==> config.mk <==
export PLATFORM = sky130hd
export DESIGN_NAME = uart_tx_arbiter
export DESIGN_NICKNAME = d
export VERILOG_FILES = /design/src/rtl/uart_tx_arbiter_pkg.sv /design/src/rtl/uart_tx_arbiter_rr_pick.sv /design/src/rtl/uart_tx_arbiter.sv
export SDC_FILE = /design/constraint.sdc
export NUM_CORES = 1
export LEC_CHECK = 0
export BUFFER_PORTS_ARGS = -buffer_cell sky130_fd_sc_hd__buf_4
export CAP_MARGIN = 10
export CORE_ASPECT_RATIO = 0.6
export CORE_MARGIN = 5
export CORE_UTILIZATION = 30
export CTS_BUF_LIST = sky130_fd_sc_hd__clkbuf_2
export DETAILED_ROUTE_END_ITERATION = 10
export GPL_TIMING_DRIVEN = 0
export PLACE_DENSITY = 0.6
export SLEW_MARGIN = 20
export SYNTH_ARGS = -nofsm -noshare
export SYNTH_HDL_FRONTEND = slang
export SYNTH_SLANG_ARGS = --single-unit
==> constraint.sdc <==
create_clock -name clk -period 4.5 [get_ports clk]
set_clock_uncertainty 0.05 [all_clocks]
set_input_delay 0.45 -clock clk [delete_from_list [all_inputs] [get_ports clk]]
set_output_delay 0.45 -clock clk [all_outputs]
set_load 0.02 [all_outputs]
==> src/rtl/uart_tx_arbiter_pkg.sv <==
// Shared types and constants for the UART transmit arbiter.
// Handshakes are active-low, so the constants name the asserted and deasserted levels.
package uart_tx_arbiter_pkg;

  typedef enum logic {
    ST_IDLE   = 1'b0,
    ST_LOCKED = 1'b1
  } state_e;

  localparam logic ACT_N   = 1'b0;
  localparam logic INACT_N = 1'b1;

endpackage

==> src/rtl/uart_tx_arbiter_rr_pick.sv <==
// Combinational round-robin selector.
// Searches last_grant+1, last_grant+2, ... (modulo NREQ) for the first active request.
module rr_pick #(
  parameter int NREQ = 2,
  parameter int IW   = $clog2(NREQ)
) (
  input  logic [NREQ-1:0] req,
  input  logic [IW-1:0]   last_grant,
  output logic            valid,
  output logic [IW-1:0]   idx
);

  // Walk from the farthest candidate to the nearest so the nearest active one is kept.
  always_comb begin
    valid = 1'b0;
    idx   = '0;
    for (int i = NREQ; i >= 1; i--) begin
      if (req[(int'(last_grant) + i) % NREQ]) begin
        valid = 1'b1;
        idx   = IW'((int'(last_grant) + i) % NREQ);
      end
    end
  end

endmodule

==> src/rtl/uart_tx_arbiter.sv <==
// Arbitrates NREQ byte-stream requesters onto one UART transmitter, holding the
// grant for a whole message and revoking it if the owner stalls too long.
module uart_tx_arbiter #(
  parameter int NREQ    = 2,
  parameter int TIMEOUT = 4340
) (
  input  logic                     clk,
  input  logic                     n_rst,
  input  logic [NREQ*8-1:0]        req_data,
  input  logic [NREQ-1:0]          req_valid_n,
  input  logic [NREQ-1:0]          req_eop,
  output logic [NREQ-1:0]          req_ready_n,
  output logic [7:0]               tx_data,
  output logic                     tx_valid_n,
  input  logic                     tx_ready_n,
  output logic [$clog2(NREQ)-1:0]  grant_idx,
  output logic                     busy,
  output logic                     timeout_p
);

  import uart_tx_arbiter_pkg::*;

  localparam int          IW        = $clog2(NREQ);
  localparam logic [31:0] STALL_LIM = (TIMEOUT > 0) ? 32'(TIMEOUT - 1) : 32'd0;

  state_e          state_q, state_d;
  logic [IW-1:0]   grant_q, grant_d;
  logic [IW-1:0]   last_q, last_d;
  logic [31:0]     stall_q, stall_d;
  logic            pick_valid;
  logic [IW-1:0]   pick_idx;
  logic            own_valid;
  logic            xfer;

  rr_pick #(.NREQ(NREQ), .IW(IW)) u_rr_pick (
    .req        (~req_valid_n),
    .last_grant (last_q),
    .valid      (pick_valid),
    .idx        (pick_idx)
  );

  always_comb begin
    state_d     = state_q;
    grant_d     = grant_q;
    last_d      = last_q;
    stall_d     = stall_q;
    timeout_p   = 1'b0;
    tx_data     = 8'h00;
    tx_valid_n  = INACT_N;
    req_ready_n = '1;
    own_valid   = (req_valid_n[grant_q] == ACT_N);
    xfer        = (state_q == ST_LOCKED) && own_valid && (tx_ready_n == ACT_N);

    case (state_q)
      ST_IDLE: begin
        stall_d = '0;
        if (pick_valid) begin
          grant_d = pick_idx;
          state_d = ST_LOCKED;
        end
      end
      ST_LOCKED: begin
        tx_data              = req_data[int'(grant_q)*8 +: 8];
        tx_valid_n           = req_valid_n[grant_q];
        req_ready_n[grant_q] = tx_ready_n;
        // Only an absent byte from the owner counts as a stall; transmitter backpressure does not.
        if (xfer) begin
          stall_d = '0;
          if (req_eop[grant_q]) begin
            state_d = ST_IDLE;
            last_d  = grant_q;
          end
        end else if (!own_valid) begin
          if ((TIMEOUT > 0) && (stall_q >= STALL_LIM)) begin
            state_d   = ST_IDLE;
            last_d    = grant_q;
            timeout_p = 1'b1;
          end else if (stall_q != '1) begin
            stall_d = stall_q + 32'd1;
          end
        end
      end
      default: state_d = ST_IDLE;
    endcase
  end

  always_ff @(posedge clk or negedge n_rst) begin
    if (!n_rst) begin
      state_q <= ST_IDLE;
      grant_q <= '0;
      last_q  <= IW'(NREQ - 1);
      stall_q <= '0;
    end else begin
      state_q <= state_d;
      grant_q <= grant_d;
      last_q  <= last_d;
      stall_q <= stall_d;
    end
  end

  assign grant_idx = grant_q;
  assign busy      = (state_q == ST_LOCKED);

endmodule

==> impl_metrics.yaml <==
status:
  outcome: "finished, final reports clean"
drt:
  vias: 1304
  finalWirelength_microns: 3729
  routedWlPerCell_microns: 12.95
  drt_iter0_markers: 35
  ant_nets: 0
  viasPerCell: 4.528
  drcViolationCount: 0
  first_pass_iters: 4
grt:
  grtUsageTotal_pct: 10.41
  grt_max_degree: 36
  grtUsageMet2_pct: 13.46
  grt_use_met3_pct: 3.628
  grt_pass1_vias: 1235
  grt-ovfl-total: 0
  antenna_found_initial: 0
  grtUsageMet1_pct: 16.60
  grt_pass1_wl_microns: 6389
  top_usage_layer: "met1"
timing:
  period_minus_slack_ns: 2.514
  tightest_slew_ns: 0.6800
  fmax_ghz: 0.3978
  setup_tns_ns: 0
  slew_violations: 0
  period_share_pct: 55.87
  relSlewSlack_pct: 53.50
  holdWs_ns: 0.3244
  finalHoldViolations: 0
  finalSetupViolCount: 0
  rsz0062_at_grt: "no"
  fin_ws_ns: 1.986
power:
  seqPwrFrac_pct: 36.9
  pwr-share-comb_pct: 36.8
  totalPowerFinal_uw: 992.9
  peakVddDrop_mv: 0.1572
  p_int_uw: 654.5
  power_leakage_nw: 1.097
  power.share.clock_pct: 26.3
  p_sw_uw: 338.4
  power.density_nw_per_um2: 441.6
  switching_share_pct: 34.08
die:
  die_w_microns: 109.4
  core-area_sq_um: 5649
  die_area_sq_um: 7616
  rows: 21
  ios: 37
  start_util_pct: 31.47
  die_h_microns: 69.63
synthesis:
  yosys_register_bits: 35
  synth_edf_count: 0
  ys_seq_area_share_pct: 49.33
  synth_top_area_cell: "dfrtp_1"
  ys.warnings.count: 0
  synth.avg_cell_area_sq_um: 10.91
  async_reset_ff_share_pct: 100.0
  syn_area_sq_um: 1778
  netlist.area_leader.share_pct: 47.85
  yosysUniqueCellTypes: 41
  synthTopCellsByCount: "dfrtp_1 (34), and2_1 (19), nor2_1 (15)"
  synthTopCellsByArea: "dfrtp_1 (48%), mux2i_1 (6.8%), and2_1 (6.7%), nor2_1 (3.2%), nor2b_1 (2.8%)"
  synth.most_common_cell: "dfrtp_1"
  ys.flop_type: "dfrtp_1"
  synth_nets: 187
  syn_inst: 163
cts:
  ctsHoldBuffers: 1
  clkLatencyLatePin_ns: 0.36
  htree_levels: 2
  clk_pin_slew_ns: 0.18
  cts_tree: "yes"
  cts_buffers: 5
  cts_sinks: 35
  postCtsSetupRepairBufs: 0
  clock-root-buffer: "clkbuf_2"
  cts_resized: 0
  clockBufferDepth: 2
worst_setup_path:
  path_max_fanout: 5
  worstSetupEndpointType: "output port"
  start_kind: "register"
  cp_cell_sequence: "ha_1 > nor3_1 > o21ai_2 > a211oi_1 > nor2_1 > buf_4"
  cp.required_ns: 4.00
  critPathKind: "reg -> out"
  cp_slowest_stage_delay_ns: 0.49
  critPathSlowestCell: "dfrtp_1"
  worstPathArrival_ns: 2.01
layout:
  fill_cells: 565
  fin_cells: 288
  final_area_sq_um: 2248
  antennaDiodeCount: 0
  drive_gt1_share_pct: 30.29
  fin_util_pct: 39.80
  nNetsFinal: 231
  syn_to_final_growth_pct: 26.46
placement:
  place_ws_ns: 2.289
  io_buffers: 36
  placed_cells: 279
  placed_area_sq_um: 2148
  place_hpwl_microns: 2776
  place.gp.congestion: 0.7912
min_path:
  min_path_type: "in -> reg"
flow_run:
  drv_cap: 0
[path summary, 6_finish.rpt]
check                              endpoint  slack [ns]            from  cells past startpoint
worst max-delay path              timeout_p        1.99      stall_q[0]                      6
worst min-delay path              grant_idx        0.32  req_valid_n[0]                      2
worst max register to register   stall_q[2]        2.26      stall_q[0]                      7
worst min register to register  stall_q[19]        0.46     stall_q[19]                      1
max in group asynchronous            last_q        3.57           n_rst                      2
min in group asynchronous       stall_q[18]        0.50           n_rst                      2
[cell type report]
class	count	area [sq um]	area share, %
Sequential cell	35	877.1	39.01
Multi-Input combinational cell	118	847.1	37.67
Buffer	8	46.29	2.059
Timing Repair Buffer	37	280.3	12.47
Clock inverter	2	60.06	2.671
Tap cell	80	100.1	4.452
Inverter	2	7.507	0.3339
Clock buffer	6	30.03	1.336
[power by group through the flow]
stage / registers (mW) / clock network [mW] / logic [mW]
after floorplan: 0.373 / 0 / 0.234
after global placement: 0.370 / 0 / 0.369
after detailed placement: 0.373 / 0 / 0.370
after CTS: 0.367 / 0.268 / 0.372
after global routing: 0.373 / 0.283 / 0.398
final: 0.366 / 0.261 / 0.366
[layout by cell type, fill, tap and decap left out, drive strengths merged, types with 4 or more instances in the layout]
master and count:
buf 39, dfrtp 34, and2 19, nor2 15, mux2i 12, clkbuf 11
nand2 10, nor2b 8, nor4 5, a31oi 4, xnor2 4, nand4 4
[critical path, delay by kind of cell (launching register included)]
family	cells	cell delay [ns]
flip-flops	1	0.49
buffers and inverters	1	0.17
AND/OR/NAND/NOR	2	0.29
AO/OA/AOI/OAI	2	0.44
adder cells (fa/ha/maj)	1	0.27
[layer usage]
| metal | up-vias | part of all wire (%) |
|---|---|---|
| li1 | 667 | - |
| met1 | 629 | 54 |
| met2 | 6 | 42 |
| met3 | 2 | 2.9 |
| met4 | 0 | 0.38 |
| met5 | - | 0 |
[kinds of logic after synthesis]
group,Yosys count,share of synthesized area [%]
AND/OR/NAND/NOR,76,25.97
flip-flops,35,49.33
adder cells (fa/ha/maj),1,0.7036
XOR/XNOR,4,1.970
AO/OA/AOI/OAI,23,10.98
multiplexers,14,8.023
buffers and inverters,10,3.026
[sequential cells by signal (all words and copies together) (netlist names)]
| register | cells |
|---|---|
| busy | 1 |
| grant_idx | 1 |
| last_q | 1 |
| stall_q | 32 |
Power figures use the tool's default switching activity.
